===== config.mk =====
export PLATFORM = sky130hd
export DESIGN_NAME = regfile_sb
export DESIGN_NICKNAME = d
export VERILOG_FILES = /design/src/rtl/regfile_pkg.sv /design/src/rtl/sb_counter.sv /design/src/rtl/regfile_sb.sv
export SDC_FILE = /design/constraint.sdc
export NUM_CORES = 2
export LEC_CHECK = 0
export CAP_MARGIN = 15
export CORE_ASPECT_RATIO = 1.1
export CORE_MARGIN = 1.5
export CORE_UTILIZATION = 30
export CTS_CLUSTER_SIZE = 40
export DETAILED_ROUTE_END_ITERATION = 16
export GPL_ROUTABILITY_DRIVEN = 1
export PLACE_DENSITY_LB_ADDON = 0.1
export SLEW_MARGIN = 20
export SYNTH_ARGS = -nofsm -noshare
export SYNTH_HDL_FRONTEND = slang
export SYNTH_SLANG_ARGS = --single-unit

===== constraint.sdc =====
create_clock -name clk -period 9.1 [get_ports clk]
set_input_delay 2.275 -clock clk [delete_from_list [all_inputs] [get_ports clk]]
set_output_delay 2.275 -clock clk [all_outputs]
set_load 0.005 [all_outputs]

===== src/rtl/regfile_pkg.sv =====
// regfile_pkg: default sizing, architectural register constants and read-port packing helper
package regfile_pkg;
    localparam int DEF_DATA_W = 32;
    localparam int DEF_ADDR_W = 5;
    localparam int DEF_NREGS  = 32;
    localparam int ZERO_REG   = 0;
    localparam int LINK_REG   = 31;

    function automatic int portLsb(input int port, input int width);
        return port * width;
    endfunction
endpackage


===== src/rtl/sb_counter.sv =====
// sb_counter: saturating pending-write counter, one issue increment and two retire decrements
module sb_counter #(
    parameter int CNT_W = 2
) (
    input  logic             clk,
    input  logic             rst_n,
    input  logic             inc,
    input  logic             dec0,
    input  logic             dec1,
    input  logic             flush,
    output logic [CNT_W-1:0] cnt,
    output logic             ovf,
    output logic             unf
);
    logic [CNT_W+1:0] sum;
    logic [CNT_W-1:0] cntNext;

    // top bit of sum is the sign; bit CNT_W alone means one past max
    always_comb begin
        sum     = {2'b00, cnt} + (CNT_W+2)'(inc) - (CNT_W+2)'(dec0) - (CNT_W+2)'(dec1);
        unf     = !flush && sum[CNT_W+1];
        ovf     = !flush && !sum[CNT_W+1] && sum[CNT_W];
        cntNext = (flush || unf) ? '0 : ovf ? '1 : sum[CNT_W-1:0];
    end

    always_ff @(posedge clk or negedge rst_n)
        if (!rst_n) cnt <= '0;
        else        cnt <= cntNext;
endmodule


===== src/rtl/regfile_sb.sv =====
// regfile_sb: multi-read register file with write-back/link ports, same-cycle bypass
// and a per-register pending-write scoreboard.
module regfile_sb
    import regfile_pkg::*;
#(
    parameter int DATA_W = DEF_DATA_W,
    parameter int NREGS  = DEF_NREGS,
    parameter int ADDR_W = DEF_ADDR_W,
    parameter int NUM_RD = 2,
    parameter int CNT_W  = 2
) (
    input  logic                     clk,
    input  logic                     rst_n,
    input  logic [NUM_RD*ADDR_W-1:0] rd_addr,
    output logic [NUM_RD*DATA_W-1:0] rd_data,
    output logic [NUM_RD-1:0]        rd_busy,
    input  logic                     wr0_en,
    input  logic [ADDR_W-1:0]        wr0_addr,
    input  logic [DATA_W-1:0]        wr0_data,
    input  logic                     wr1_en,
    input  logic [ADDR_W-1:0]        wr1_addr,
    input  logic [DATA_W-1:0]        wr1_data,
    input  logic                     iss_en,
    input  logic [ADDR_W-1:0]        iss_addr,
    input  logic                     flush,
    output logic                     sb_overflow,
    output logic                     sb_underflow
);
    logic [DATA_W-1:0] regs [NREGS];
    logic [CNT_W-1:0]  cnt  [NREGS];
    logic [NREGS-1:0]  wr0Hit, wr1Hit, issHit, ovfVec, unfVec;
    logic              wr0Act, wr1Act;

    // writes seen while reset is low are dropped, including from the bypass path
    assign wr0Act = wr0_en && rst_n;
    assign wr1Act = wr1_en && rst_n;

    always_comb begin
        for (int r = 0; r < NREGS; r++) begin
            wr0Hit[r] = wr0Act && wr0_addr == ADDR_W'(r) && r != ZERO_REG;
            wr1Hit[r] = wr1Act && wr1_addr == ADDR_W'(r) && r != ZERO_REG;
            issHit[r] = iss_en && iss_addr == ADDR_W'(r) && r != ZERO_REG;
        end
    end

    always_ff @(posedge clk or negedge rst_n)
        if (!rst_n) begin
            for (int r = 0; r < NREGS; r++) regs[r] <= '0;
        end else begin
            for (int r = 0; r < NREGS; r++)
                if (wr1Hit[r])      regs[r] <= wr1_data;
                else if (wr0Hit[r]) regs[r] <= wr0_data;
        end

    for (genvar r = 0; r < NREGS; r++) begin : g_cnt
        sb_counter #(.CNT_W(CNT_W)) u_cnt (
            .clk   (clk),
            .rst_n (rst_n),
            .inc   (issHit[r]),
            .dec0  (wr0Hit[r]),
            .dec1  (wr1Hit[r]),
            .flush (flush),
            .cnt   (cnt[r]),
            .ovf   (ovfVec[r]),
            .unf   (unfVec[r])
        );
    end

    for (genvar i = 0; i < NUM_RD; i++) begin : g_rd
        logic [ADDR_W-1:0] a;
        logic              ok;
        assign a  = rd_addr[portLsb(i, ADDR_W) +: ADDR_W];
        assign ok = a != ADDR_W'(ZERO_REG) && 32'(a) < NREGS;
        assign rd_data[portLsb(i, DATA_W) +: DATA_W] =
            !ok                         ? '0       :
            (wr1Act && wr1_addr == a)   ? wr1_data :
            (wr0Act && wr0_addr == a)   ? wr0_data : regs[a];
        assign rd_busy[i] = ok && cnt[a] != '0;
    end

    always_ff @(posedge clk or negedge rst_n)
        if (!rst_n) begin
            sb_overflow  <= 1'b0;
            sb_underflow <= 1'b0;
        end else begin
            sb_overflow  <= sb_overflow  || (|ovfVec);
            sb_underflow <= sb_underflow || (|unfVec);
        end
endmodule


==> metrics.yaml <==
setup_path:
  cp-endpoint: "rd_data[39]"
  worst_path_most_repeated_cell: "buf_4"
  rr_startpoint: "g_cnt[6].u_cnt.cnt[0]"
  startpoint: "wr0_addr[1]"
  crit_type: "in -> out"
  crit_required_ns: 6.83
  crit_family: "buffers and inverters"
  r2r_end: "sb_overflow"
  endpoint_kind: "primary output"
  critPathMaxStageDelay_ns: 0.91
  cp.buffers_inverters: 6
  worstPathArrival_ns: 6.05
  crit_path_max_fanout: 14
  cp.depth: 12
  ff2ff_setup_slack_ns: 5.38
  critPathLaunchType: "input pin"
  crit_path_cell_trace: "clkdlybuf4s50_1 > xnor2_1 > nand4_1 > nor3_1 > buf_4 > nor2b_4 > buf_4 > buf_4 > a22oi_1 > o21ai_0 > buf_4 > clkdlybuf4s50_1"
  crit_slowest_cell: "clkdlybuf4s50_1"
  r2r_cells: 10
placed_design:
  port_buffers: 162
  place_congestion: 0.890
  hpwl_mm: 220
clock_network:
  cts_tree: "yes"
  cts_sinks: 1056
  hold_buffers: 0
  root_buffer: "clkbuf_16"
  postCtsSetupRepairBufs: 0
  cts_resized: 0
  htreeDepth: 4
  clock_path_buffers: 3
  clk_pin_slew_worst_paths_ns: 0.05
  clkLatencyLatePin_ns: 0.81
  cts_made_buffers: 138
sta:
  finalSetupTns_ns: 0
  hold_slack_ns: 0.480
  clock_skew_ns: 0.0111
  fin_crit_ns: 8.33
  relSlewSlack: 0.171
  hold_viol: 0
  drv_slew: 0
  max_freq_mhz: 120
  post-route-period-util: 0.915
  worstMarginPinSlew_ns: 1.24
  setup_viol: 0
  rsz0062_at_grt: "false"
logic_synthesis:
  ys_top_cells_by_count: "mux2i_1 (1163), nand2_1 (1118), dfrtp_1 (1056)"
  synth_ff_type: "dfrtp_1"
  synthCells: 7126
  yosysMostFrequentCell: "mux2i_1"
  ys.warnings.count: 0
  ys_ff_latch: 1056
  synth-edff-count: 0
  synth_top_area_cell: "dfrtp_1"
  netlist.area_leader.share: 0.374
  synth_seq_area_share: 0.374
  synth.area.top_cells: "dfrtp_1 (37%), mux2i_1 (16%), mux4_2 (12%)"
  syn_area_per_cell_um2: 9.91
  syn-num-nets: 7374
  synthArstFlopShare: 1.00
  netlist_area_um2: 70700
  yosys.cell_types.count: 68
global_route:
  grt_overflow: 0
  antenna_found_initial: 7
  grt_max_degree: 135
  grt_pass1_vias: 57300
  grt_pass1_wl_mm: 484
  track_usage: 0.288
route:
  vias_per_cell: 5.81
  first_iter_violations: 5538
  routed-via-count: 58600
  dr.pass1.iters: 6
  ant_nets: 0
  wl_per_cell_um: 34.7
  drc: 0
  drt_wl_total_mm: 350
die:
  core_area_um2: 234000
  start_util: 0.302
  die_x_um: 466
  rows: 186
  pin_count: 163
  dieArea_um2: 238000
  die_h_um: 512
cells_and_area:
  final_nets: 7112
  fin_util: 0.343
  area_growth_pct: 13.4
  drive_gt1_frac: 0.153
pwr:
  p_per_area_nw_per_um2: 197
  power_leakage_nw: 34.2
  peakVddDrop_uv: 149
flow_run:
  drv_cap: 0
hold_path:
  min_path_type: "reg -> reg"
outcome:
  outcome: "completed"
==> power breakdown <==
group	total (mW)	switching [mW]	internal, mW
combinational	3.53	1.94	1.59
sequential	6.44	0.774	5.66
clock	5.79	2.38	3.41
total	15.8	5.09	10.7
==> state kept, by name, summed over array words and instances (netlist names) <==
register         flops
regs               992
sb_overflow          1
g_cnt.u_cnt.cnt     62
sb_underflow         1
==> worst min path at each step <==
stage                    to  cells after the start  slack, ns          from
2_1_floorplan     regs[899]                      2       0.46     regs[899]
3_3_place_gp   sb_underflow                      1       0.46  sb_underflow
3_5_place_dp   sb_underflow                      1       0.46  sb_underflow
4_1_cts        sb_underflow                      1       0.48  sb_underflow
5_1_grt        sb_underflow                      1       0.48  sb_underflow
6_report       sb_underflow                      1       0.48  sb_underflow
==> cell type report <==
type	count	area (um2)
clock buffers	213	4220
diodes	9	22.5
well taps	3102	3880
flip-flops and latches	1056	26400
fillers	23600	154000
multi-input cells	5090	40700
inverters	148	561
repair buffers	430	3890
clock inverters	34	417
==> cell usage in the layout (no fill, tap or decap), types with 42 or more instances in the layout <==
master / count
dfrtp_1: 1056
buf_4: 245
nand2_1: 1112
nor2_1: 212
nor3_1: 58
o22ai_1: 116
a21oi_1: 126
clkbuf_16: 145
o21ai_0: 982
nand3_1: 53
nand2b_1: 42
a211oi_1: 86
clkdlybuf4s50_1: 142
a22oi_1: 65
inv_1: 145
mux4_2: 388
nor2b_1: 53
mux2i_1: 1163
o221ai_1: 46
ha_1: 95
mux2_2: 81
==> metrics by stage <==
step	setup WS [ns]	total power [mW]	std cells	cell area (um2)
after CTS	0.852	15.8	10100	80100
final	0.770	15.8	10100	80100
after global routing	0.754	16.4	10100	80100
after global placement	0.772	9.92	9826	75500
after floorplan	2.85	8.49	7126	70700
after detailed placement	0.850	9.99	9826	75500
==> kinds of logic after synthesis <==
kind of cell	count (synthesis)	synth area share
flops	1056	0.374
mux	1632	0.301
simple gates	1665	0.0995
buf+inv	980	0.0589
fa+ha+maj	153	0.0302
xor+xnor	43	0.00533
compound gates	1597	0.131
==> per-layer routing <==
layer  routed length [um]  track usage  vias up
li1                     -            -    25200
met1               145000        0.371    30300
met5                   23            0        -
met3                19600       0.0404      689
met4                19900        0.143        4
met2               166000        0.472     2430
No activity file was read; power rests on OpenSTA's default activity.
